==> config.mk <==
export PLATFORM = sky130hd
export DESIGN_NAME = unidade_controle_genius_flat
export DESIGN_NICKNAME = d
export VERILOG_FILES = /design/src/rtl/unidade_controle_genius_if.sv /design/src/rtl/unidade_controle_genius.sv /design/src/flat_wrapper.sv
export SDC_FILE = /design/constraint.sdc
export NUM_CORES = 1
export LEC_CHECK = 0
export ABC_AREA = 1
export BUFFER_PORTS_ARGS = -buffer_cell sky130_fd_sc_hd__buf_2
export CORE_AREA = 2 2 72 74
export CTS_BUF_LIST = sky130_fd_sc_hd__clkbuf_4 sky130_fd_sc_hd__clkbuf_8
export DETAILED_ROUTE_END_ITERATION = 10
export DIE_AREA = 0 0 74 76
export PLACE_DENSITY_LB_ADDON = 0.05
export SLEW_MARGIN = 15
export SYNTH_ARGS = -nofsm -noshare
export SYNTH_HDL_FRONTEND = slang
export SYNTH_SLANG_ARGS = --single-unit
==> constraint.sdc <==
create_clock -name clock -period 2.82 [get_ports clock]
set_input_delay 0.423 -clock clock [delete_from_list [all_inputs] [get_ports clock]]
set_output_delay 0.423 -clock clock [all_outputs]
set_load 0.005 [all_outputs]
==> src/rtl/unidade_controle_genius_if.sv <==
// Control/status bundle between the genius control unit and the game datapath.
// The slave side is the control unit; the master side is the datapath/top level.
interface unidade_controle_genius_if #(
  parameter int ESTADO_W = 5
);
  // inputs to the control unit
  logic jogar;
  logic modo;
  logic timeout_hab;
  logic jogada;
  logic igual;
  logic enderecoIgualLimite;
  logic fimL;
  logic fimT;
  logic fimTM;
  // enables and status driven by the control unit
  logic zeraE;
  logic contaE;
  logic zeraL;
  logic contaL;
  logic zeraR;
  logic registraR;
  logic escreveM;
  logic zeraT;
  logic contaT;
  logic zeraTM;
  logic contaTM;
  logic leds_en;
  logic pronto;
  logic ganhou;
  logic perdeu;
  logic timeout;
  logic [ESTADO_W-1:0] db_estado;

  modport master (
    output jogar, modo, timeout_hab, jogada, igual, enderecoIgualLimite, fimL, fimT, fimTM,
    input  zeraE, contaE, zeraL, contaL, zeraR, registraR, escreveM, zeraT, contaT,
           zeraTM, contaTM, leds_en, pronto, ganhou, perdeu, timeout, db_estado
  );

  modport slave (
    input  jogar, modo, timeout_hab, jogada, igual, enderecoIgualLimite, fimL, fimT, fimTM,
    output zeraE, contaE, zeraL, contaL, zeraR, registraR, escreveM, zeraT, contaT,
           zeraTM, contaTM, leds_en, pronto, ganhou, perdeu, timeout, db_estado
  );
endinterface

==> src/rtl/unidade_controle_genius.sv <==
// Moore control unit for the memory game: demonstration, player turn,
// extra-play write-back, round advance and win/lose/timeout endings.
// Outputs are registered from the next-state decode so they change together
// with db_estado and never depend combinationally on inputs.
module unidade_controle_genius #(
  parameter int ESTADO_W = 5
) (
  input logic                      clock,
  input logic                      reset,
  unidade_controle_genius_if.slave bus
);

  typedef enum logic [4:0] {
    S_INICIAL       = 5'h00,
    S_PREPARACAO    = 5'h01,
    S_INICIA_RODADA = 5'h02,
    S_MOSTRA_LED    = 5'h03,
    S_APAGA_LED     = 5'h04,
    S_PROXIMO_LED   = 5'h05,
    S_FIM_EXIBICAO  = 5'h06,
    S_ESPERA_JOGADA = 5'h07,
    S_REGISTRA      = 5'h08,
    S_COMPARA       = 5'h09,
    S_PROXIMA_JOG   = 5'h0A,
    S_ESPERA_ADIC   = 5'h0B,
    S_REGISTRA_ADIC = 5'h0C,
    S_GRAVA         = 5'h0D,
    S_PROXIMA_ROD   = 5'h0E,
    S_FINAL_ACERTOU = 5'h0F,
    S_FINAL_ERROU   = 5'h10,
    S_FINAL_TIMEOUT = 5'h11,
    S_APAGA_INICIO  = 5'h12
  } estado_t;

  // packed output vector bit masks
  localparam logic [15:0] O_ZERAE    = 16'h8000;
  localparam logic [15:0] O_CONTAE   = 16'h4000;
  localparam logic [15:0] O_ZERAL    = 16'h2000;
  localparam logic [15:0] O_CONTAL   = 16'h1000;
  localparam logic [15:0] O_ZERAR    = 16'h0800;
  localparam logic [15:0] O_REGISTRA = 16'h0400;
  localparam logic [15:0] O_ESCREVEM = 16'h0200;
  localparam logic [15:0] O_ZERAT    = 16'h0100;
  localparam logic [15:0] O_CONTAT   = 16'h0080;
  localparam logic [15:0] O_ZERATM   = 16'h0040;
  localparam logic [15:0] O_CONTATM  = 16'h0020;
  localparam logic [15:0] O_LEDS     = 16'h0010;
  localparam logic [15:0] O_PRONTO   = 16'h0008;
  localparam logic [15:0] O_GANHOU   = 16'h0004;
  localparam logic [15:0] O_PERDEU   = 16'h0002;
  localparam logic [15:0] O_TIMEOUT  = 16'h0001;

  estado_t     estado_q, estado_d;
  logic        modo_flag_q, modo_flag_d;
  logic        timeout_flag_q, timeout_flag_d;
  logic [15:0] saidas_q, saidas_d;

  // next-state logic; configuration flags are captured only in preparacao
  always_comb begin
    estado_d       = estado_q;
    modo_flag_d    = modo_flag_q;
    timeout_flag_d = timeout_flag_q;
    case (estado_q)
      S_INICIAL: begin
        if (bus.jogar) estado_d = S_PREPARACAO;
        else           estado_d = S_INICIAL;
      end
      S_PREPARACAO: begin
        modo_flag_d    = bus.modo;
        timeout_flag_d = bus.timeout_hab;
        if (bus.modo) estado_d = S_INICIA_RODADA;
        else          estado_d = S_ESPERA_JOGADA;
      end
      S_INICIA_RODADA: estado_d = S_MOSTRA_LED;
      S_MOSTRA_LED: begin
        if (bus.fimTM) estado_d = S_APAGA_INICIO;
        else           estado_d = S_MOSTRA_LED;
      end
      S_APAGA_INICIO: estado_d = S_APAGA_LED;
      S_APAGA_LED: begin
        if (!bus.fimTM)                   estado_d = S_APAGA_LED;
        else if (bus.enderecoIgualLimite) estado_d = S_FIM_EXIBICAO;
        else                              estado_d = S_PROXIMO_LED;
      end
      S_PROXIMO_LED:  estado_d = S_MOSTRA_LED;
      S_FIM_EXIBICAO: estado_d = S_ESPERA_JOGADA;
      S_ESPERA_JOGADA: begin
        if (bus.jogada)                        estado_d = S_REGISTRA;
        else if (bus.fimT && timeout_flag_q)   estado_d = S_FINAL_TIMEOUT;
        else                                   estado_d = S_ESPERA_JOGADA;
      end
      S_REGISTRA: estado_d = S_COMPARA;
      S_COMPARA: begin
        if (!bus.igual)                   estado_d = S_FINAL_ERROU;
        else if (bus.enderecoIgualLimite) estado_d = S_ESPERA_ADIC;
        else                              estado_d = S_PROXIMA_JOG;
      end
      S_PROXIMA_JOG: estado_d = S_ESPERA_JOGADA;
      S_ESPERA_ADIC: begin
        if (bus.jogada)                        estado_d = S_REGISTRA_ADIC;
        else if (bus.fimT && timeout_flag_q)   estado_d = S_FINAL_TIMEOUT;
        else                                   estado_d = S_ESPERA_ADIC;
      end
      S_REGISTRA_ADIC: estado_d = S_GRAVA;
      S_GRAVA: begin
        if (bus.fimL) estado_d = S_FINAL_ACERTOU;
        else          estado_d = S_PROXIMA_ROD;
      end
      S_PROXIMA_ROD: begin
        if (modo_flag_q) estado_d = S_INICIA_RODADA;
        else             estado_d = S_ESPERA_JOGADA;
      end
      S_FINAL_ACERTOU, S_FINAL_ERROU, S_FINAL_TIMEOUT: begin
        if (bus.jogar) estado_d = S_PREPARACAO;
        else           estado_d = estado_q;
      end
      default: estado_d = S_INICIAL;
    endcase
  end

  // Moore output decode of the state being entered, registered below
  always_comb begin
    saidas_d = 16'h0000;
    case (estado_d)
      S_PREPARACAO:    saidas_d = O_ZERAE | O_ZERAL | O_ZERAR | O_ZERAT | O_ZERATM;
      S_INICIA_RODADA: saidas_d = O_ZERAE | O_ZERATM;
      S_MOSTRA_LED:    saidas_d = O_LEDS | O_CONTATM;
      S_APAGA_INICIO:  saidas_d = O_ZERATM;
      S_APAGA_LED:     saidas_d = O_CONTATM;
      S_PROXIMO_LED:   saidas_d = O_CONTAE | O_ZERATM;
      S_FIM_EXIBICAO:  saidas_d = O_ZERAE | O_ZERAT;
      S_ESPERA_JOGADA: saidas_d = timeout_flag_d ? O_CONTAT : 16'h0000;
      S_REGISTRA:      saidas_d = O_REGISTRA | O_ZERAT;
      S_COMPARA:       saidas_d = 16'h0000;
      S_PROXIMA_JOG:   saidas_d = O_CONTAE;
      S_ESPERA_ADIC:   saidas_d = timeout_flag_d ? O_CONTAT : 16'h0000;
      S_REGISTRA_ADIC: saidas_d = O_REGISTRA | O_ZERAT;
      S_GRAVA:         saidas_d = O_ESCREVEM;
      S_PROXIMA_ROD:   saidas_d = O_CONTAL | O_ZERAE | O_ZERAT;
      S_FINAL_ACERTOU: saidas_d = O_PRONTO | O_GANHOU;
      S_FINAL_ERROU:   saidas_d = O_PRONTO | O_PERDEU;
      S_FINAL_TIMEOUT: saidas_d = O_PRONTO | O_PERDEU | O_TIMEOUT;
      default:         saidas_d = 16'h0000;
    endcase
  end

  // state, flag and output registers with synchronous reset
  always_ff @(posedge clock) begin
    if (reset) begin
      estado_q       <= S_INICIAL;
      modo_flag_q    <= 1'b0;
      timeout_flag_q <= 1'b0;
      saidas_q       <= 16'h0000;
    end else begin
      estado_q       <= estado_d;
      modo_flag_q    <= modo_flag_d;
      timeout_flag_q <= timeout_flag_d;
      saidas_q       <= saidas_d;
    end
  end

  assign bus.zeraE     = saidas_q[15];
  assign bus.contaE    = saidas_q[14];
  assign bus.zeraL     = saidas_q[13];
  assign bus.contaL    = saidas_q[12];
  assign bus.zeraR     = saidas_q[11];
  assign bus.registraR = saidas_q[10];
  assign bus.escreveM  = saidas_q[9];
  assign bus.zeraT     = saidas_q[8];
  assign bus.contaT    = saidas_q[7];
  assign bus.zeraTM    = saidas_q[6];
  assign bus.contaTM   = saidas_q[5];
  assign bus.leds_en   = saidas_q[4];
  assign bus.pronto    = saidas_q[3];
  assign bus.ganhou    = saidas_q[2];
  assign bus.perdeu    = saidas_q[1];
  assign bus.timeout   = saidas_q[0];
  assign bus.db_estado = ESTADO_W'(estado_q);

endmodule

==> src/flat_wrapper.sv <==
// flat-port wrapper written by rule: the top's interface ports become plain ports
module unidade_controle_genius_flat 
#(
  parameter int ESTADO_W = 5
)
  (clock, reset, bus_jogar, bus_modo, bus_timeout_hab, bus_jogada, bus_igual, bus_enderecoIgualLimite, bus_fimL, bus_fimT, bus_fimTM, bus_zeraE, bus_contaE, bus_zeraL, bus_contaL, bus_zeraR, bus_registraR, bus_escreveM, bus_zeraT, bus_contaT, bus_zeraTM, bus_contaTM, bus_leds_en, bus_pronto, bus_ganhou, bus_perdeu, bus_timeout, bus_db_estado);
  unidade_controle_genius_if #(.ESTADO_W(ESTADO_W)) bus_i ();
  input logic clock;
  input logic reset;
  input wire logic [$bits(bus_i.jogar)-1:0] bus_jogar;
  input wire logic [$bits(bus_i.modo)-1:0] bus_modo;
  input wire logic [$bits(bus_i.timeout_hab)-1:0] bus_timeout_hab;
  input wire logic [$bits(bus_i.jogada)-1:0] bus_jogada;
  input wire logic [$bits(bus_i.igual)-1:0] bus_igual;
  input wire logic [$bits(bus_i.enderecoIgualLimite)-1:0] bus_enderecoIgualLimite;
  input wire logic [$bits(bus_i.fimL)-1:0] bus_fimL;
  input wire logic [$bits(bus_i.fimT)-1:0] bus_fimT;
  input wire logic [$bits(bus_i.fimTM)-1:0] bus_fimTM;
  output wire logic [$bits(bus_i.zeraE)-1:0] bus_zeraE;
  output wire logic [$bits(bus_i.contaE)-1:0] bus_contaE;
  output wire logic [$bits(bus_i.zeraL)-1:0] bus_zeraL;
  output wire logic [$bits(bus_i.contaL)-1:0] bus_contaL;
  output wire logic [$bits(bus_i.zeraR)-1:0] bus_zeraR;
  output wire logic [$bits(bus_i.registraR)-1:0] bus_registraR;
  output wire logic [$bits(bus_i.escreveM)-1:0] bus_escreveM;
  output wire logic [$bits(bus_i.zeraT)-1:0] bus_zeraT;
  output wire logic [$bits(bus_i.contaT)-1:0] bus_contaT;
  output wire logic [$bits(bus_i.zeraTM)-1:0] bus_zeraTM;
  output wire logic [$bits(bus_i.contaTM)-1:0] bus_contaTM;
  output wire logic [$bits(bus_i.leds_en)-1:0] bus_leds_en;
  output wire logic [$bits(bus_i.pronto)-1:0] bus_pronto;
  output wire logic [$bits(bus_i.ganhou)-1:0] bus_ganhou;
  output wire logic [$bits(bus_i.perdeu)-1:0] bus_perdeu;
  output wire logic [$bits(bus_i.timeout)-1:0] bus_timeout;
  output wire logic [$bits(bus_i.db_estado)-1:0] bus_db_estado;
  assign bus_i.jogar = bus_jogar;
  assign bus_i.modo = bus_modo;
  assign bus_i.timeout_hab = bus_timeout_hab;
  assign bus_i.jogada = bus_jogada;
  assign bus_i.igual = bus_igual;
  assign bus_i.enderecoIgualLimite = bus_enderecoIgualLimite;
  assign bus_i.fimL = bus_fimL;
  assign bus_i.fimT = bus_fimT;
  assign bus_i.fimTM = bus_fimTM;
  assign bus_zeraE = bus_i.zeraE;
  assign bus_contaE = bus_i.contaE;
  assign bus_zeraL = bus_i.zeraL;
  assign bus_contaL = bus_i.contaL;
  assign bus_zeraR = bus_i.zeraR;
  assign bus_registraR = bus_i.registraR;
  assign bus_escreveM = bus_i.escreveM;
  assign bus_zeraT = bus_i.zeraT;
  assign bus_contaT = bus_i.contaT;
  assign bus_zeraTM = bus_i.zeraTM;
  assign bus_contaTM = bus_i.contaTM;
  assign bus_leds_en = bus_i.leds_en;
  assign bus_pronto = bus_i.pronto;
  assign bus_ganhou = bus_i.ganhou;
  assign bus_perdeu = bus_i.perdeu;
  assign bus_timeout = bus_i.timeout;
  assign bus_db_estado = bus_i.db_estado;
  unidade_controle_genius #(.ESTADO_W(ESTADO_W)) u_core (.clock(clock), .reset(reset), .bus(bus_i));
endmodule
# Word level (Yosys, flattened, before mapping)
# Index checks and enable logic that the tools add are counted.
[classes]
n_eq_ne = 35
n_mux = 18
reduce_logical = 7
[op_table]
columns = ["cell", "n"]
rows = [
  ["case mux 16 bit (15 select lines)", 1],
  ["== test 5 x 4 -> 1 bit (second input constant)", 15],
  ["case mux 5 bit (15 select lines)", 1],
  ["== test 5 x 3 -> 1 bit (second input constant)", 8],
  ["2-to-1 mux 5 bit", 8],
  ["== test 5 bit (second input constant)", 6],
  ["== test 5 x 2 -> 1 bit (second input constant)", 4],
  ["== test 5 x 1 -> 1 bit (second input constant)", 2],
  ["2-to-1 mux 8 bit", 1],
  ["OR reduction 2 bit", 4],
  ["2-to-1 mux 3 bit", 2],
  ["logical NOT 5 bit", 1],
  ["2-to-1 mux 1 bit", 4],
  ["OR reduction 3 bit", 1],
  ["2-to-1 mux 2 bit", 1],
  ["logical AND 1 bit", 1],
]
[word_totals]
reg_bits = 23
in_bits = 11
out_inout_bits = 21
wordCells = 64

# Depth between registers and ports, before layout
[logic_depth]
word_depth = 7
ltp_mapped = 15
mapped_depth_nobuf = 15

# Worst setup path before layout
# Ideal clock, no wire load.
[synth_path]
kind = "reg-to-reg"
start = "reg u_core.estado_q[0] (netlist: u_core.bus.db_estado[0])"
end = "reg u_core.saidas_q[6]"
setup_time_ps = 62
arrival_time_ps = 1535
required_time_ps = 2758
path_slack_ps = 1223
path_stages_with_launch = 16
n_path_buf = 1
period_less_slack_ps = 1597
cell_sequence = "dfxtp_1 > buf_4 > inv_1 > nor2_2 > nand3_1 > nor2_1 > inv_1 > nand2_1 > nor2_1 > nand2_1 > inv_2 > nor2_2 > nand2_1 > nand2_1 > nand2_1 > nand2_1"
[synth_via]
elab_chain_len = 6
elab_cells_between_ends = 44
cone_classes = "eq/ne: 35; mux: 3; reduce/logical: 6"
[synth_lines]
columns = ["item", "line_no", "source"]
rows = [
  ["from (decl)", "unidade_controle_genius.sv:53", "estado_t estado_q, estado_d;"],
  ["from (signal assigned)", "unidade_controle_genius.sv:155", "estado_q <= estado_d;"],
  ["== test 5 x 4 -> 1 bit (tied with other cells)", "unidade_controle_genius.sv:63", "case (estado_q)"],
  ["OR reduction 3 bit / OR reduction 2 bit (equally long branches)", "n/a", ""],
  ["case mux 5 bit (15 select lines) (*)", "unidade_controle_genius.sv:63", ""],
  ["== test 5 x 4 -> 1 bit / == test 5 x 3 -> 1 bit (equally long branches)", "unidade_controle_genius.sv:124", "case (estado_d)"],
  ["OR reduction 2 bit (no line)", "n/a", ""],
  ["case mux 16 bit (15 select lines) (*)", "unidade_controle_genius.sv:124", ""],
  ["to (signal assigned)", "unidade_controle_genius.sv:158", "saidas_q <= saidas_d;"],
  ["to (decl)", "unidade_controle_genius.sv:56", "logic [15:0] saidas_q, saidas_d;"],
]
# Mark *: on every way between the ends. The rest lies on a longest branch, timed or not.
# A chain may end at the register's enable or synchronous reset.

# Worst setup path in the final report
[layout_path]
start = "reg u_core.estado_q[4] (netlist: u_core.bus.db_estado[4])"
end = "reg u_core.saidas_q[6]"
# The elaborated chain is that of the path after synthesis.

==> results_dict.tcl <==
set metrics [dict create \
    fin_crit_sh_pct 75.4 \
    crit_top_cell "nand2_1" \
    clkTransAtPathRegs_ps 80 \
    h-tree-depth 1 \
    slew_viol_final 0 \
    first_global_vias 1214 \
    crit_fanout 12 \
    synth-simple-area-share_pct 46.3 \
    drtIter0Drc 79 \
    power_density_nw_per_um2 879 \
    postRouteAntennaNets 0 \
    setup-violations-final 0 \
    dr.pass1.iters 4 \
    grt-ovfl-total 0 \
    synth_area_sq_um 1170 \
    rr_endpoint "u_core.saidas_q[6]$_SDFF_PP0_" \
    total_power_mw 1.26 \
    cts_root_buffer "clkbuf_8" \
    reg2reg_slack_ps 690 \
    syn_nets 199 \
    r2r-start "u_core.bus.db_estado[4]$_SDFF_PP0_" \
    path_class "flip-flop to flip-flop" \
    rsz0062_at_grt "no" \
    worstSetupEndpointType "flip-flop" \
    fp.dieW_um 74 \
    min_period_ps 2130 \
    mostFrequentLayoutCell "nand2_1" \
    post_synth.cell_area_avg_sq_um 6.21 \
    synth-seq-area-share_pct 37.7 \
    synth.distinct_cells 20 \
    clkLatencyLatePin_ps 260 \
    synthXorXnorAreaFrac_pct 0 \
    grt_pass1_wl_um 5840 \
    yosys-mux-area-fraction_pct 0 \
    layout.nets 230 \
    post_drt_via_cell_ratio 4.56 \
    drcViolationCount 0 \
    antenna_found_initial 0 \
    dpl.hpwl_um 2860 \
    cts_hold_buf 0 \
    synth_compound_area_share_pct 5.79 \
    clock-sinks 22 \
    grt_max_degree 15 \
    cp.required_ps 3030 \
    max_freq_mhz 470 \
    skew_ps 2.12 \
    crit_arrival_ps 2340 \
    io_buffer_count 31 \
    syn_inst 188 \
    io_pins 32 \
    drive_gt1_share_pct 22.0 \
    synth.area.top_cells "dfxtp_1 38%, nand2_1 15%, nor2_1 12%, nand3_1 8.6%, inv_1 5.1%" \
    yosys.area.top_type "dfxtp_1" \
    slowest_stage "dfxtp_1" \
    rows 26 \
    vias 1314 \
    final_core_util_pct 29.2 \
    cts_buffers 3 \
    max_slew.worst_pin.slew_ps 698 \
    cts_buffer_depth 2 \
    worstHoldPathType "primary input to flip-flop" \
    max_cap_viol_count 0 \
    postCtsSetupRepairBufs 0 \
    place_congestion 0.870 \
    peakVddDrop_mv 0.234 \
    area_growth_pct 23.0 \
    startpoint "u_core.bus.db_estado[4]$_SDFF_PP0_" \
    initial_core_util_pct 23.8 \
    die_y_um 76 \
    num_antenna_cells 0 \
    wl_per_cell_um 12.1 \
    endpoint "u_core.saidas_q[6]$_SDFF_PP0_" \
    synth_top_area_share_pct 37.7 \
    r2r_cells 14 \
    ys_ff_latch 22 \
    synth_top_family_by_area "simple AND/OR/NAND/NOR gates" \
    track_usage_pct 13.1 \
    slew_headroom_pct 53.0 \
    worst_setup_path_start_kind "flip-flop" \
    cts_resized 0 \
    cts_tree "yes" \
    final_cell_mix "48 x nand2_1, 37 x nor2_1, 31 x buf_2, 22 x dfxtp_1, 20 x nand3_1" \
    leakage_nw 0.767 \
    synth_adder_area_share_pct 0 \
    setup_tns_ps 0 \
    die-area_sq_um 5620 \
    max_stage_delay_ps 490 \
    outcome "finished clean" \
    core_sq_um 4910 \
    hold_viol 0 \
    yosysWarnings 0 \
    worstPathCellList "inv_1 > nand2_1 > nor2_1 > nand3_1 > nand2_1 > nor2_1 > nand2_1 > nor2_4 > inv_2 > nor2_2 > nand2_1 > nand2_1 > nand2_1 > nand2_1" \
    routed_wl_um 3490 \
]
critical path: cells and delay by family, from the launching register on:
| family | cells | cell delay (ps) |
|---|---|---|
| flip-flops | 1 | 490 |
| AND/OR/NAND/NOR | 12 | 1290 |
| buffers and inverters | 2 | 290 |
state kept, by name, summed over array words and instances, names as in the netlist:
register               flops
u_core.saidas_q           15
u_core.bus.db_estado       5
u_core.modo_flag_q         1
u_core.timeout_flag_q      1
worst min path at each step:
stage                               startpoint                               to  slack [ps]  cells after the start
2_1_floorplan                            reset    u_core.saidas_q[3]$_SDFF_PP0_         490                      1
3_3_place_gp   u_core.modo_flag_q$_SDFFE_PP0N_  u_core.modo_flag_q$_SDFFE_PP0N_         550                      2
3_5_place_dp   u_core.modo_flag_q$_SDFFE_PP0N_  u_core.modo_flag_q$_SDFFE_PP0N_         550                      2
4_1_cts                               bus_modo  u_core.modo_flag_q$_SDFFE_PP0N_         420                      3
5_1_grt                               bus_modo  u_core.modo_flag_q$_SDFFE_PP0N_         450                      3
6_report                              bus_modo  u_core.modo_flag_q$_SDFFE_PP0N_         420                      3
area by class of cell:
type,instances,area (sq um)
fill,580,3480
multi-input combinational,137,608
sequential,22,440
timing repair buffer,31,155
inverter,24,90.1
tap,70,87.6
clock buffer,4,55.1
Yosys cell counts:
cell type,n
inv_2,8
nor2_1,37
nor2_4,1
buf_2,2
o21ai_1,1
and3_1,1
nand2_1,48
nor2_2,4
buf_4,2
clkbuf_1,1
nand4_1,9
nor4_1,1
o21ai_0,3
a21oi_1,8
and2_1,1
o211ai_1,1
nor3_1,2
inv_1,16
nand3_1,20
dfxtp_1,22
stage by stage:
step / worst slack [ps] / instances / hold WS [ps] / area, sq um
detailed placement: 738 / 284 / 552 / 1380
global placement: 695 / 284 / 548 / 1380
global route: 372 / 288 / 448 / 1440
CTS: 719 / 288 / 421 / 1440
finish: 694 / 288 / 415 / 1440
floorplan: 1220 / 188 / 492 / 1170
metal layers:
metal  GRT usage [%]  wire, um  up-vias  part of all wire, %
li1                -         -      660                    -
met1            17.3      1520      597                   43
met2            21.3      1690       46                   48
met3            1.06       167       11                  4.8
met4            5.64       118        0                  3.4
met5               0         0        -                    0
where the power goes:
group | switching, mW | leakage [nW] | internal (mW)
registers | 0.0580 | 0.179 | 0.377
clock network | 0.109 | 0.0288 | 0.125
logic | 0.403 | 0.559 | 0.190
cell families (layout without fill, tap and decap cells):
logic type	count (synthesis)	in the layout
and+or+nand+nor	124	124
AOI/OAI and AO/OA	13	13
buffers and inverters	29	59
DFF	22	22
No activity file was read; power rests on OpenSTA's default activity.
